`src/rtl/qlearn_step_ctrl.sv`:
```
// Q-learning step sequencer: walks one episode from a start state to an end
// state, serialising all Q / Qmax table accesses and handing operands to an
// external arithmetic pipeline.
module qlearn_step_ctrl #(
  parameter int unsigned S_W       = 6,
  parameter int unsigned A_W       = 2,
  parameter int unsigned D_W       = 8,
  parameter int unsigned STEP_W    = 16,
  parameter int unsigned MAX_STEPS = 1000
) (
  input  logic                 i_clk,
  input  logic                 i_rst,
  input  logic                 i_start,
  input  logic [S_W-1:0]       i_start_state,
  input  logic [S_W-1:0]       i_end_state,
  input  logic [A_W-1:0]       i_action,
  input  logic                 i_abort,
  output logic                 o_busy,
  output logic                 o_done,
  output logic [S_W-1:0]       o_state,
  output logic [STEP_W-1:0]    o_step_cnt,
  output logic [S_W+A_W-1:0]   o_q_addr,
  output logic                 o_q_we,
  output logic [D_W-1:0]       o_q_wdata,
  input  logic [D_W-1:0]       i_q_rdata,
  output logic [S_W+A_W-1:0]   o_sa_addr,
  input  logic [D_W-1:0]       i_r_rdata,
  input  logic [S_W-1:0]       i_ns_rdata,
  output logic [S_W-1:0]       o_qm_addr,
  output logic                 o_qm_we,
  output logic [D_W-1:0]       o_qm_wdata,
  input  logic [D_W-1:0]       i_qm_rdata,
  output logic                 o_calc_valid,
  output logic [D_W-1:0]       o_op_q,
  output logic [D_W-1:0]       o_op_r,
  output logic [D_W-1:0]       o_op_qmax,
  input  logic                 i_calc_done,
  input  logic [D_W-1:0]       i_sum
);

  typedef enum logic [3:0] {
    IDLE, RD_Q, WAIT_Q, RD_QM, WAIT_QM, CALC, WR_Q, WR_QM, ADV, FIN
  } state_t;

  localparam logic [STEP_W-1:0] STEP_LIMIT = STEP_W'(MAX_STEPS);

  state_t              state;
  state_t              state_next;
  logic [S_W-1:0]      s;
  logic [S_W-1:0]      sp;
  logic [S_W-1:0]      end_s;
  logic [A_W-1:0]      a;
  logic [D_W-1:0]      q;
  logic [D_W-1:0]      r;
  logic [D_W-1:0]      qmax_s;
  logic [D_W-1:0]      qmax_ns;
  logic [D_W-1:0]      sum;
  logic [STEP_W-1:0]   step_cnt;
  logic [STEP_W-1:0]   step_inc;
  logic [S_W-1:0]      entry_s;
  logic                last_step;
  logic                abort_now;

  assign step_inc  = step_cnt + STEP_W'(1);
  assign last_step = (sp == end_s) || (step_inc == STEP_LIMIT);
  assign abort_now = i_abort && (state != IDLE);
  // State that the next RD_Q will operate on: start state from IDLE, s' from ADV.
  assign entry_s   = (state == IDLE) ? i_start_state : sp;

  assign o_state    = s;
  assign o_step_cnt = step_cnt;
  assign o_op_q     = q;
  assign o_op_r     = r;
  assign o_op_qmax  = qmax_ns;

  // State register.
  always_ff @(posedge i_clk) begin
    if (i_rst) state <= IDLE;
    else       state <= state_next;
  end

  // Next-state logic; abort overrides every non-idle transition.
  always_comb begin
    state_next = state;
    unique case (state)
      IDLE:    if (i_start) state_next = (i_start_state == i_end_state) ? FIN : RD_Q;
      RD_Q:    state_next = WAIT_Q;
      WAIT_Q:  state_next = RD_QM;
      RD_QM:   state_next = WAIT_QM;
      WAIT_QM: state_next = CALC;
      CALC:    if (i_calc_done) state_next = WR_Q;
      WR_Q:    state_next = (sum > qmax_s) ? WR_QM : ADV;
      WR_QM:   state_next = ADV;
      ADV:     state_next = last_step ? FIN : RD_Q;
      FIN:     state_next = IDLE;
      default: state_next = IDLE;
    endcase
    if (abort_now) state_next = IDLE;
  end

  // Datapath: episode registers, operand capture and registered table addresses.
  always_ff @(posedge i_clk) begin
    if (i_rst) begin
      s         <= '0;
      sp        <= '0;
      end_s     <= '0;
      a         <= '0;
      q         <= '0;
      r         <= '0;
      qmax_s    <= '0;
      qmax_ns   <= '0;
      sum       <= '0;
      step_cnt  <= '0;
      o_q_addr  <= '0;
      o_sa_addr <= '0;
      o_qm_addr <= '0;
    end else if (!abort_now) begin
      // The action is captured on the edge entering RD_Q so that the registered
      // Q / Qmax addresses are already presented during RD_Q and the 1-cycle
      // BRAM data lands in WAIT_Q.
      if (state_next == RD_Q && state != RD_Q) begin
        a         <= i_action;
        o_q_addr  <= {entry_s, i_action};
        o_sa_addr <= {entry_s, i_action};
        o_qm_addr <= entry_s;
      end
      unique case (state)
        IDLE: begin
          if (i_start) begin
            s        <= i_start_state;
            end_s    <= i_end_state;
            step_cnt <= '0;
          end
        end
        WAIT_Q: begin
          q         <= i_q_rdata;
          qmax_s    <= i_qm_rdata;
          r         <= i_r_rdata;
          sp        <= i_ns_rdata;
          o_qm_addr <= i_ns_rdata;
        end
        WAIT_QM: qmax_ns <= i_qm_rdata;
        CALC: begin
          if (i_calc_done) begin
            sum      <= i_sum;
            o_q_addr <= {s, a};
          end
        end
        WR_Q: if (sum > qmax_s) o_qm_addr <= s;
        ADV: begin
          s        <= sp;
          step_cnt <= step_inc;
        end
        default: ;
      endcase
    end
  end

  // Outputs decoded from state; write enables are gated by abort in the same cycle.
  always_comb begin
    o_busy       = (state != IDLE);
    o_done       = (state == FIN);
    o_calc_valid = (state == CALC);
    o_q_we       = (state == WR_Q)  && !i_abort;
    o_qm_we      = (state == WR_QM) && !i_abort;
    o_q_wdata    = sum;
    o_qm_wdata   = sum;
  end

endmodule

```
`config.mk`:
```
export PLATFORM = sky130hd
export DESIGN_NAME = qlearn_step_ctrl
export DESIGN_NICKNAME = d
export VERILOG_FILES = /design/src/rtl/qlearn_step_ctrl.sv
export SDC_FILE = /design/constraint.sdc
export NUM_CORES = 1
export LEC_CHECK = 0
export ABC_CLOCK_PERIOD_IN_PS = 7300
export CAP_MARGIN = 20
export CORE_ASPECT_RATIO = 0.9
export CORE_MARGIN = 4
export CORE_UTILIZATION = 30
export DETAILED_ROUTE_END_ITERATION = 12
export PLACE_DENSITY_LB_ADDON = 0.1
export SLEW_MARGIN = 20
export SYNTH_ARGS = -nofsm -noshare
export SYNTH_HDL_FRONTEND = slang
export SYNTH_SLANG_ARGS = --single-unit
```
`constraint.sdc`:
```
create_clock -name i_clk -period 7.3 [get_ports i_clk]
set_input_delay 0.73 -clock i_clk [delete_from_list [all_inputs] [get_ports i_clk]]
set_output_delay 0.73 -clock i_clk [all_outputs]
set_load 0.02 [all_outputs]
```
==> impl_metrics.csv <==
group,metric,value,unit
cells_and_area,n_fill_cell,1638,
critical_path,critical_path_arrival,2.51,ns
global_routing,track_usage,0.168,
synth,synth_edf_count,0,
global_routing,grt_pass1_vias,4763,
synth,netlist-cell-type-count,60,
clock_tree,cts_root_buf,"clkbuf_16",
clock_tree,hold_buffers,0,
power_and_ir_drop,p_leak,2.47,nW
synth,synth-main-ff-cell,"dfxtp_1",
routing,drc,0,
global_routing,antenna_found_initial,1,
cells_and_area,multiInputGateArea,2800,µm²
floorplan,std_cell_rows,44,
power_and_ir_drop,power.share.combinational,0.311,
synth,syn-instance-count,623,
cells_and_area,final_cell_area,6960,µm²
timing,fin_setup_tns,0,ns
cells_and_area,mostFrequentLayoutCell,"clkdlybuf4s50_1",
critical_path,slowest_delay,0.71,ns
placed_design,place_area,6600,µm²
synth,synth_top_area_cell,"dfxtp_1",
clock_tree,cts_resized,0,
clock_tree,clkTransAtPathRegs,0.07,ns
routing,drtIter0Drc,249,
synth,synth-seq-cells,100,
cells_and_area,final-seq-area,2000,µm²
clock_tree,cts_buffer_depth,2,
critical_path,worstPathRequired,6.57,ns
timing,rsz0062_at_grt,"no",
clock_tree,clock-sinks,100,
critical_path,cp_cell_sequence,"nand2b_1 > nor3b_1 > clkdlybuf4s50_1",
timing,min_period,3.24,ns
routing,via_per_inst,5.20,
synth,synthTopCellsByArea,"dfxtp_1, nand2_1, a21oi_1",
power_and_ir_drop,irDropWorstVdd,0.130,mV
timing,timing.final.max_slew_violations,0,
power_and_ir_drop,p_seq_frac,0.374,
floorplan,fp.dieArea,19000,µm²
placed_design,port_buffers,145,
floorplan,start_util,0.310,
routing,vias,4913,
clock_tree,h-tree-depth,3,
timing,max_freq,0.309,GHz
timing,worstMarginPinSlew,0.926,ns
floorplan,num_io_pins,146,
global_routing,overflow,0,
floorplan,die_h,131,µm
flow_run,cap_violations,0,
synth,async_flop_share,0,
floorplan,core,16400,µm²
clock_tree,clkLatencyLatePin,0.35,ns
outcome,status,"finished clean",
power_and_ir_drop,power_density,258,nW/µm²
global_routing,grt_pass1_wl,26.3,mm
cells_and_area,final_cell_mix,"clkdlybuf4s50_1, nand2_1, dfxtp_1, a21oi_1, nor2_1",
critical_path,crit_path_start_kind,"flip-flop",
clock_tree,cts_made_buffers,9,
synth,ys_warn_count,0,
synth,syn_area_per_cell,8.13,µm²
cells_and_area,nets,799,
cells_and_area,area_delta_synth_final,37.4,%
critical_path,critPathMaxFanout,14,
clock_tree,cts_setup_buffers,0,
critical_path,crit_slowest_cell,"clkdlybuf4s50_1",
power_and_ir_drop,switching_share,0.334,
synth,synth_top_cell_area_share,0.395,
synth,syn_nets,689,
clock_tree,cts_tree,"yes",
global_routing,grt_start_max_net_pins,63,
critical_path,critPathCaptureType,"output pin",
timing,maxSlewHeadroom,0.380,
placed_design,routabilityCongestion,0.787,
timing,setup_viol,0,
routing,ant_nets,0,
cells_and_area,diodes,0,
hold_path,min_path_type,"reg -> reg",
critical_path,path_class,"reg -> out",
timing,finalClockSkew,0.00993,ns
power_and_ir_drop,p_int,1.19,mW
timing,period_share,0.444,
routing,drt-total-wl,16.5,mm
placed_design,dpl.hpwl,11.9,mm
routing,first_pass_iters,4,
timing,hold_viol,0,
power_and_ir_drop,switchingPower,598,µW
synth,seq_area_frac_synth,0.395,
routing,wire_per_inst,17.4,µm
cells_and_area,drive_gt1_frac,0.0596,
power_and_ir_drop,power_frac_clock,0.315,
synth,syn_area,5060,µm²
floorplan,die_x,145,µm
==> cells in the mapped netlist (6+ instances only) <==
| library cell | n |
|---|---|
| nand2_1 | 114 |
| dfxtp_1 | 100 |
| a21oi_1 | 69 |
| nor2_1 | 63 |
| clkbuf_1 | 36 |
| a211oi_1 | 20 |
| mux2i_1 | 14 |
| inv_1 | 12 |
| nand3_1 | 12 |
| o21ai_0 | 11 |
| nor3_1 | 10 |
| buf_4 | 9 |
| ha_1 | 9 |
| xnor2_1 | 9 |
| a311oi_1 | 8 |
| a31oi_1 | 8 |
| nand4_1 | 8 |
| o21bai_1 | 8 |
| xor2_1 | 8 |
| a2111oi_2 | 7 |
| a221o_1 | 6 |
| a221oi_1 | 6 |
| o32ai_1 | 6 |
==> final timing paths <==
kind	start	endpoint	slack, ns	cells after the start
max	state[2]$_SDFF_PP0_	o_calc_valid	4.06	3
min	o_op_q[6]$_SDFFE_PP0P_	o_op_q[6]$_SDFFE_PP0P_	0.46	2
max reg2reg	o_step_cnt[1]$_SDFFE_PP0P_	o_qm_addr[3]$_SDFFE_PP0N_	4.22	8
min reg2reg	o_op_q[6]$_SDFFE_PP0P_	o_op_q[6]$_SDFFE_PP0P_	0.46	2
==> worst max-delay path, delay by kind of cell (launching register included) <==
| family | cells | cell delay, ns |
|---|---|---|
| AND/OR/NAND/NOR | 2 | 0.79 |
| buffers and inverters | 1 | 0.71 |
| flip-flops | 1 | 0.66 |
==> metrics by stage <==
step                 util  std cells  power (mW)  hold slack, ns  setup WS, ns
detailed placement  0.403        929        1.24           0.450          4.07
CTS                 0.425        945        1.81           0.460          4.12
global route        0.426        945        1.88           0.482          3.91
floorplan               -        623        1.01           0.436          4.71
finish              0.426        945        1.79           0.457          4.06
global placement    0.402        928        1.23           0.442          4.16
==> metal layers <==
| layer | GRT usage | wire [µm] | vias up |
|---|---|---|---|
| li1 | - | - | 2444 |
| met1 | 0.221 | 7850 | 2295 |
| met2 | 0.269 | 7390 | 154 |
| met3 | 0.0565 | 1020 | 18 |
| met4 | 0.0391 | 182 | 2 |
| met5 | 0 | 13 | - |
==> state kept, by name, summed over array words and instances (netlist names), 8 cells and up <==
name and flops:
o_op_qmax 8, o_op_r 8, o_sa_addr 8, o_op_q 8, o_q_wdata 8, o_step_cnt 16, qmax_s 8, o_q_addr 8
==> layout make-up <==
class | instances | share of cell area
multi-input combinational | 459 | 0.402
sequential | 100 | 0.288
timing repair buffer | 151 | 0.216
tap | 207 | 0.0372
clock buffer | 10 | 0.0343
clock inverter | 6 | 0.0160
inverter | 12 | 0.00647
==> power groups by stage <==
stage / logic, mW / registers [mW] / clock network (mW)
after CTS: 0.556 / 0.670 / 0.583
final: 0.557 / 0.671 / 0.565
after global routing: 0.602 / 0.679 / 0.604
after global placement: 0.547 / 0.680 / 0
after detailed placement: 0.554 / 0.682 / 0
after floorplan: 0.291 / 0.718 / 0
==> logic make-up after synthesis <==
family | after synthesis | synth area share
AND/OR/NAND/NOR | 245 | 0.220
AO/OA/AOI/OAI | 172 | 0.244
flip-flops | 100 | 0.395
buffers and inverters | 64 | 0.0566
XOR/XNOR | 17 | 0.0294
multiplexers | 16 | 0.0321
adder cells (fa/ha/maj) | 9 | 0.0222
Note: power is estimated with default switching activity, not from simulation.
